## src/rtl/calc_requester.sv

```systemverilog
`default_nettype none
// ============================================================================
// calc_requester : FIFO-buffered host driver for the start/busy compute unit.
// Optional busy watchdog: define CALC_REQUESTER_TIMEOUT_EN.   Rev 1.0
// ============================================================================
module calc_requester #(
   parameter int DEPTH          = 4,
   parameter int TIMEOUT_CYCLES = 255
) (
   input  logic                       clk_i,
   input  logic                       rst_i,
   input  logic                       cmd_valid_i,
   output logic                       cmd_ready_o,
   input  logic [7:0]                 cmd_a_i,
   input  logic [7:0]                 cmd_b_i,
   output logic                       start_o,
   output logic [7:0]                 a_o,
   output logic [7:0]                 b_o,
   input  logic                       busy_i,
   input  logic [15:0]                y_i,
   output logic                       res_valid_o,
   input  logic                       res_ready_i,
   output logic [15:0]                res_y_o,
   output logic                       res_err_o,
   output logic [$clog2(DEPTH+1)-1:0] pending_o,
   output logic                       idle_o
);

   localparam int PW = $clog2(DEPTH);
   localparam int CW = $clog2(DEPTH + 1);

   if ((DEPTH < 2) || ((DEPTH & (DEPTH - 1)) != 0)) begin : g_bad_depth
      $error("calc_requester: DEPTH must be a power of two >= 2");
   end
   if ((TIMEOUT_CYCLES < 1) || (TIMEOUT_CYCLES > 65535)) begin : g_bad_timeout
      $error("calc_requester: TIMEOUT_CYCLES must be in 1..65535");
   end

   typedef enum logic [2:0] {
      S_IDLE   = 3'd0,
      S_ISSUE  = 3'd1,
      S_WAIT   = 3'd2,
      S_SETTLE = 3'd3,
      S_OUT    = 3'd4
   } state_t;

   state_t          state_q, state_d;
   logic [7:0]      mem_a_q [DEPTH];
   logic [7:0]      mem_b_q [DEPTH];
   logic [PW-1:0]   wr_ptr_q, rd_ptr_q;
   logic [CW-1:0]   count_q;
   logic            push, pop;

   logic            start_q, start_d;
   logic [7:0]      a_q, a_d, b_q, b_d;
   logic            res_valid_q, res_valid_d;
   logic [15:0]     res_y_q, res_y_d;
`ifdef CALC_REQUESTER_TIMEOUT_EN
   logic            res_err_q, res_err_d;
   logic [15:0]     tmo_q, tmo_d;
`endif

   assign cmd_ready_o = (count_q != CW'(DEPTH));
   assign push        = cmd_valid_i && cmd_ready_o;
   assign pending_o   = count_q;
   assign idle_o      = (count_q == '0) && (state_q == S_IDLE);

   // Storage needs no reset; occupancy is tracked by the pointers and count.
   always_ff @(posedge clk_i) begin
      if (push) begin
         mem_a_q[wr_ptr_q] <= cmd_a_i;
         mem_b_q[wr_ptr_q] <= cmd_b_i;
      end
   end

   always_ff @(posedge clk_i or negedge rst_i) begin
      if (!rst_i) begin
         wr_ptr_q <= '0;
         rd_ptr_q <= '0;
         count_q  <= '0;
      end else begin
         if (push) wr_ptr_q <= wr_ptr_q + PW'(1);
         if (pop)  rd_ptr_q <= rd_ptr_q + PW'(1);
         if (push && !pop)      count_q <= count_q + CW'(1);
         else if (pop && !push) count_q <= count_q - CW'(1);
      end
   end

   always_comb begin
      state_d     = state_q;
      pop         = 1'b0;
      start_d     = 1'b0;
      a_d         = a_q;
      b_d         = b_q;
      res_valid_d = res_valid_q;
      res_y_d     = res_y_q;
`ifdef CALC_REQUESTER_TIMEOUT_EN
      res_err_d   = res_err_q;
      tmo_d       = tmo_q;
`endif
      case (state_q)
         S_IDLE: begin
            if (count_q != '0) begin
               pop     = 1'b1;
               a_d     = mem_a_q[rd_ptr_q];
               b_d     = mem_b_q[rd_ptr_q];
               start_d = 1'b1;
               state_d = S_ISSUE;
            end
         end
         S_ISSUE: begin
`ifdef CALC_REQUESTER_TIMEOUT_EN
            tmo_d   = '0;
`endif
            state_d = S_WAIT;
         end
         S_WAIT: begin
`ifdef CALC_REQUESTER_TIMEOUT_EN
            tmo_d = tmo_q + 16'd1;
            if (!busy_i) begin
               state_d = S_SETTLE;
            end else if (tmo_q == 16'(TIMEOUT_CYCLES - 1)) begin
               // Abandon the unit: a later busy fall lands in IDLE and is ignored.
               res_y_d     = '0;
               res_err_d   = 1'b1;
               res_valid_d = 1'b1;
               state_d     = S_OUT;
            end
`else
            if (!busy_i) state_d = S_SETTLE;
`endif
         end
         S_SETTLE: begin
            res_y_d     = y_i;
`ifdef CALC_REQUESTER_TIMEOUT_EN
            res_err_d   = 1'b0;
`endif
            res_valid_d = 1'b1;
            state_d     = S_OUT;
         end
         S_OUT: begin
            if (res_ready_i) begin
               res_valid_d = 1'b0;
               state_d     = S_IDLE;
            end
         end
         default: state_d = S_IDLE;
      endcase
   end

   always_ff @(posedge clk_i or negedge rst_i) begin
      if (!rst_i) begin
         state_q     <= S_IDLE;
         start_q     <= 1'b0;
         a_q         <= '0;
         b_q         <= '0;
         res_valid_q <= 1'b0;
         res_y_q     <= '0;
`ifdef CALC_REQUESTER_TIMEOUT_EN
         res_err_q   <= 1'b0;
         tmo_q       <= '0;
`endif
      end else begin
         state_q     <= state_d;
         start_q     <= start_d;
         a_q         <= a_d;
         b_q         <= b_d;
         res_valid_q <= res_valid_d;
         res_y_q     <= res_y_d;
`ifdef CALC_REQUESTER_TIMEOUT_EN
         res_err_q   <= res_err_d;
         tmo_q       <= tmo_d;
`endif
      end
   end

   assign start_o     = start_q;
   assign a_o         = a_q;
   assign b_o         = b_q;
   assign res_valid_o = res_valid_q;
   assign res_y_o     = res_y_q;
`ifdef CALC_REQUESTER_TIMEOUT_EN
   assign res_err_o   = res_err_q;
`else
   assign res_err_o   = 1'b0;
`endif

endmodule
`default_nettype wire

```

## config.mk

```make
export PLATFORM = sky130hd
export DESIGN_NAME = calc_requester
export DESIGN_NICKNAME = d
export VERILOG_FILES = /design/src/rtl/calc_requester.sv
export SDC_FILE = /design/constraint.sdc
export NUM_CORES = 1
export LEC_CHECK = 0
export CORE_UTILIZATION = 45
export CTS_BUF_LIST = sky130_fd_sc_hd__clkbuf_4
export DETAILED_ROUTE_END_ITERATION = 10
export PLACE_DENSITY = 0.79
export SETUP_SLACK_MARGIN = 0.5
export SLEW_MARGIN = 25
export SYNTH_ARGS = -nofsm -noshare
export SYNTH_HDL_FRONTEND = slang
export SYNTH_SLANG_ARGS = --single-unit
export TNS_END_PERCENT = 10
```

## constraint.sdc

```tcl
create_clock -name clk_i -period 4.01 [get_ports clk_i]
set_input_delay 1.0025 -clock clk_i [delete_from_list [all_inputs] [get_ports clk_i]]
set_output_delay 1.0025 -clock clk_i [all_outputs]
set_load 0.05 [all_outputs]
```

==> impl_metrics.py, run 1 <==
metrics = {
    "power_and_ir_drop": {
        "ir_drop_mv": 0.350,
        "power.density_nw_per_um2": 867,
        "power.leakage_nw": 1.90,
    },
    "synthesis": {
        "synth_warnings": 0,
        "synth_edf_count": 64,
        "synthMuxAreaShare_pct": 18.2,
        "ys_seq_elements": 108,
        "synth_most_common_cell": "edfxtp_1",
        "synth.distinct_cells": 30,
        "synth_ff_type": "edfxtp_1",
        "avgSynthCellArea_sq_um": 20.2,
        "ys_seq_area_share_pct": 72.4,
        "netlist.area_leader.share_pct": 46.0,
        "synth_xor_xnor_area_share_pct": 1.47,
        "synthAdderAreaFrac_pct": 1.98,
        "synthArstFlopShare_pct": 40.7,
        "synthesis.area_sq_um": 4180,
        "synth_top_area_cell": "edfxtp_1",
        "syn-instance-count": 207,
        "synth_top_family_by_area": "multiplexers",
        "syn-num-nets": 250,
        "yosys-top-cells-count": "edfxtp_1, dfrtp_1, mux2_2, mux4_2, nor2_1",
        "synthSimpleGateAreaFrac_pct": 3.27,
        "synth.area.top_cells": "edfxtp_1, dfrtp_1, mux2_2, mux4_2, mux4_1",
        "synth-compound-area-share_pct": 0.509,
    },
    "global_routing": {
        "grt_max_degree": 45,
        "grt_pass1_wl_mm": 11.5,
        "antenna_found_initial": 0,
        "grt_pass1_vias": 2198,
        "grt_overflow_total": 0,
        "grt_use_total_pct": 15.8,
    },
    "die": {
        "num_rows": 34,
        "die_y_um": 98.3,
        "coreArea_sq_um": 8850,
        "die_w_um": 98.3,
        "start_util_pct": 47.2,
        "dieArea_sq_um": 9670,
        "ios": 77,
    },
    "critical_path": {
        "ff2ff_path_depth": 8,
        "crit_arrival_ns": 2.32,
        "rr_endpoint": "pending_o[2]",
        "required_ns": 3.01,
        "timing.rr.start": "pending_o[0]",
        "end_kind": "output pin",
        "cp-endpoint": "idle_o",
        "worst-setup-path-type": "reg -> out",
        "cp-startpoint": "pending_o[0]",
        "start_kind": "register",
        "crit_fanout": 5,
        "regToRegSetupSlack_ns": 1.68,
    },
    "clock_tree": {
        "cts-resized-gates": 0,
        "hold_buffers": 0,
        "clk_pin_slew_ns": 0.15,
        "clock_sinks": 108,
        "cts-root-buf": "clkbuf_4",
        "cts_tree": "built",
        "cts_buffers": 9,
        "h-tree-depth": 3,
        "clk_path_buf_depth": 2,
        "worstSkewPairLatency_ns": 0.43,
        "cts_setup_buffers": 0,
    },
    "sta": {
        "setup_viol": 0,
        "setup_tns_ns": 0,
        "final_max_slew_viol_count": 0,
        "fmax_mhz": 301,
        "hold_viol": 0,
        "layout_min_cycle_time_ns": 3.32,
        "fin_ws_ns": 0.688,
        "worstMarginPinSlew_ns": 0.884,
        "slew_headroom_pct": 41.1,
        "skew_ns": 0.00718,
        "rsz0062_at_grt": "false",
        "finalCritPeriodShare_pct": 82.8,
    },
    "run_status": {
        "status": "finished with violations",
        "violations": "DRC",
    },
    "place": {
        "hpwl_mm": 4.56,
        "gp_congestion": 0.705,
        "pre_cts_slack_ns": 0.901,
        "io_buffers": 75,
    },
    "layout": {
        "syn_to_final_growth_pct": 23.3,
        "fin_util_pct": 58.2,
        "final_nets": 329,
        "layout-drive-gt1-share_pct": 22.7,
    },
    "job": {
        "drv_cap": 0,
    },
    "route": {
        "vias": 2095,
        "drc": 26,
        "vias_per_cell": 5.24,
        "dr.pass1.iters": 8,
        "drt_iter0_drc": 108,
        "drt_wl_total_mm": 6.96,
        "drtAntennaViolNets": 0,
        "wire_per_inst_um": 17.4,
    },
    "min_path": {
        "hold_class": "reg -> reg",
    },
}
-- area by class of cell --
class                      count  area, sq um
sequential                   108         3020
multi-input combinational     88         1070
fill                         685         3700
antenna                        1         2.50
tap                          108          135
clock inverter                 5         76.3
timing repair buffer          75          748
clock buffer                  11         82.6
inverter                       4         15.0
-- worst min-delay path by stage --
stage / end / cells past startpoint / startpoint / slack, ns
after floorplan: state_q[1] / 1 / state_q[2] / 0.51
after global placement: res_y_o[2] / 1 / res_y_o[2] / 0.49
after detailed placement: res_y_o[7] / 1 / res_y_o[7] / 0.49
after CTS: res_y_o[7] / 1 / res_y_o[7] / 0.53
after global routing: b_o[2] / 1 / b_o[2] / 0.54
final: res_y_o[2] / 1 / res_y_o[2] / 0.52
-- stage by stage --
stage | cells | area (sq um) | hold slack, ns | power, mW
after floorplan | 207 | 4180 | 0.512 | 3.32
after global placement | 383 | 4990 | 0.486 | 3.86
after detailed placement | 383 | 4990 | 0.493 | 3.93
after CTS | 399 | 5140 | 0.527 | 4.53
after global routing | 399 | 5150 | 0.544 | 4.71
final | 400 | 5150 | 0.520 | 4.47
-- layer usage --
layer	routed length [um]	GRT usage, %	vias to the layer above	share of wire (%)
met3	488	4.29	7	7.0
li1	-	-	948	-
met5	0	0	-	0
met1	2990	20.4	1062	43
met2	3420	26.2	78	49
met4	62	4.82	0	0.89
-- flip-flops by register name, indices dropped and copies added (netlist names) --
register / cells
b_o: 8
res_valid_o: 1
res_y_o: 16
mem_a_q: 32
pending_o: 3
state_q: 3
wr_ptr_q: 2
rd_ptr_q: 2
mem_b_q: 32
start_o: 1
a_o: 8
-- cell usage in the layout, fill, tap and decap left out, drive strengths merged --
cell type	instances
or4b	1
nor2b	1
conb	1
a21boi	1
and2b	1
bufinv	2
nor2	6
clkdlybuf4s50	74
nand3	1
buf	1
xnor2	5
fa	1
a2111oi	1
xor2	2
or3	1
clkbuf	11
mux2	34
and2	4
clkinv	2
nand2	4
edfxtp	64
nand3b	1
mux4	16
diode	1
nor3	1
inv	5
ha	5
dfrtp	44
a21oi	1
-- cell families (layout without fill, tap and decap cells) --
family,Yosys count,count (layout)
DFF,108,108
buffers and inverters,11,95
other,1,2
AOI/OAI and AO/OA,3,3
and+or+nand+nor,21,21
xor gates and xnor gates,7,7
adders and majority gates,6,6
muxes,50,50
-- report_power, final --
group          internal (mW)  switching, mW  leakage (nW)
Sequential              1.56          0.260          1.10
Combinational          0.883           1.17         0.708
Clock                  0.266          0.326        0.0865
-- critical path, cell delays in order, from the launching register on --
cell             delay, ns
dfrtp_1               0.48
or3_4                 0.45
nor2b_1               0.13
clkdlybuf4s50_1       0.83
Power figures use the tool's default switching activity.
==> inputs of run 2 (changes only) <==
--- a/config.mk
+++ b/config.mk
@@ -8,7 +8,7 @@
 export CORE_UTILIZATION = 45
 export CTS_BUF_LIST = sky130_fd_sc_hd__clkbuf_4
 export DETAILED_ROUTE_END_ITERATION = 10
-export PLACE_DENSITY = 0.79
+export PLACE_DENSITY = 0.82
 export SETUP_SLACK_MARGIN = 0.5
 export SLEW_MARGIN = 25
 export SYNTH_ARGS = -nofsm -noshare
==> constraint.sdc (replaced) <==
create_clock -name clk_i -period 3.02 [get_ports clk_i]
set_input_delay 0.755 -clock clk_i [delete_from_list [all_inputs] [get_ports clk_i]]
set_output_delay 0.755 -clock clk_i [all_outputs]
set_load 0.05 [all_outputs]
==> run 2 against run 1 <==
  * The flow still finishes with violations (DRC)
  * Wire length decreased by 1.5%
  * First-iteration DRC count shrank 14%
  * Clock skew increased by 0.010 ns
  * Utilization about the same
  * Register-to-register slack lost 1.0 ns
  * Sequential power rose by 30%
  * Combinational power is 37% higher
  * Cell count up 1.3%
  * Via count down 0.95%
==> impl_metrics.py, run 2 (same netlist as run 1, synthesis figures left out) <==
metrics = {
    "global_routing": {
        "grt_use_total_pct": 15.6,
        "grt_overflow_total": 0,
        "grt_pass1_wl_mm": 11.1,
        "grt_max_degree": 45,
        "grt_pass1_vias": 2165,
        "antenna_found_initial": 0,
    },
    "clock_tree": {
        "hold_buffers": 0,
        "cts_tree": "built",
        "clk_path_buf_depth": 2,
        "clock_sinks": 108,
        "h-tree-depth": 3,
        "cts_setup_buffers": 0,
        "worstSkewPairLatency_ns": 0.43,
        "clk_pin_slew_ns": 0.15,
        "cts_buffers": 9,
        "cts-root-buf": "clkbuf_4",
    },
    "power_and_ir_drop": {
        "power_mw": 5.78,
        "ir_drop_mv": 0.489,
        "power.leakage_nw": 1.91,
        "power.density_nw_per_um2": 1120,
    },
    "critical_path": {
        "crit_arrival_ns": 1.73,
        "end_kind": "output pin",
        "critPathSlowestCell": "clkdlybuf4s50_1",
        "required_ns": 2.26,
        "cp_slowest_stage_delay_ns": 0.85,
        "crit_buf_inv": 1,
        "start_kind": "register",
        "cpLargestDelayFamily": "buffers and inverters",
        "worst-setup-path-type": "reg -> out",
        "crit_fanout": 5,
        "cp_cell_sequence": "clkdlybuf4s50_1",
    },
    "sta": {
        "slew_headroom_pct": 47.1,
        "setup_tns_ns": 0,
        "fmax_mhz": 403,
        "finalCritPeriodShare_pct": 82.2,
        "setup_viol": 0,
        "hold_slack_ns": 0.299,
        "hold_viol": 0,
        "worstMarginPinSlew_ns": 0.793,
        "rsz0062_at_grt": "true",
        "skew_ns": 0.0172,
        "layout_min_cycle_time_ns": 2.48,
        "final_max_slew_viol_count": 0,
    },
    "run_status": {
        "status": "finished with violations",
        "violations": "DRC",
    },
    "place": {
        "gp_congestion": 0.670,
        "dpl_cell_area_sq_um": 5030,
        "io_buffers": 75,
        "hpwl_mm": 4.54,
    },
    "layout": {
        "stdcell_area_sq_um": 5150,
        "final_nets": 335,
        "fin_util_pct": 58.2,
        "layout_commonest_cell": "clkdlybuf4s50_1",
        "layout_common_cells": "clkdlybuf4s50_1, edfxtp_1, dfrtp_1",
        "layout-drive-gt1-share_pct": 24.6,
        "num_antenna_cells": 0,
        "syn_to_final_growth_pct": 23.3,
    },
    "die": {
        "num_rows": 34,
        "dieArea_sq_um": 9670,
        "coreArea_sq_um": 8850,
        "ios": 77,
        "die_w_um": 98.3,
        "die_y_um": 98.3,
        "start_util_pct": 47.2,
    },
    "route": {
        "dr.pass1.iters": 9,
        "wire_per_inst_um": 16.9,
        "drt_iter0_drc": 93,
        "drt_wl_total_mm": 6.85,
        "drtAntennaViolNets": 0,
        "drc": 13,
        "vias_per_cell": 5.12,
        "vias": 2075,
    },
    "min_path": {
        "hold_class": "in -> async",
    },
    "job": {
        "drv_cap": 0,
    },
}
run 2: cell types whose count changed in the layout (fill, tap and decap cells not counted):
cell             before  now
clkinvlp_4            0    3
dfrtp_2               1    0
diode_2               1    0
clkdlybuf4s50_1      74   71
buf_4                 1    7
nor2b_2               0    1
dlymetal6s2s_1        0    1
bufinv_16             2    0
nor2b_1               1    0
dfrtp_1              43   44
dlygate4sd2_1         0    1
run 2: routing by layer:
metal	global-route usage, %	wire, um
met1	18.4	2850
met2	26.4	3430
met3	6.44	537
met4	4.13	29
met5	0	0
run 2: layout make-up:
cell class	count	area, sq um
Clock buffer	10	75.1
Clock inverter	6	38.8
Fill cell	681	3700
Inverter	4	15.0
Multi-Input combinational cell	88	1070
Sequential cell	108	3020
Tap cell	108	135
Timing Repair Buffer	81	792
run 2: what timing repair did:
item / 4_1_cts / 5_1_grt
setup endpoints to repair: 5 / 4
pin swaps: 0 / 0
resized for setup: 4 / 4
run 2: metrics by stage:
step / setup WS [ns] / std cells
after floorplan: 0.596 / 207
after global placement: 0.487 / 389
after detailed placement: 0.391 / 389
after CTS: 0.385 / 405
after global routing: 0.415 / 405
final: 0.538 / 405
run 2: final timing paths:
| check | from | to | slack, ns | depth (start not counted) |
|---|---|---|---|---|
| worst max register to register | pending_o[0] | pending_o[2] | 0.68 | 8 |
| worst max-delay path | pending_o[2] | pending_o[2] | 0.54 | 1 |
| worst min register to register | b_o[5] | b_o[5] | 0.52 | 1 |
| worst min-delay path | rst_i | b_o[7] | 0.30 | 1 |
| max in group asynchronous | rst_i | pending_o[0] | 2.32 | 1 |
| min in group clk_i | b_o[5] | b_o[5] | 0.52 | 1 |
run 2: where the power goes:
part / switching, mW / internal (mW)
sequential: 0.299 / 2.07
combinational: 1.61 / 1.20
clock: 0.432 / 0.176
total: 2.34 / 3.44
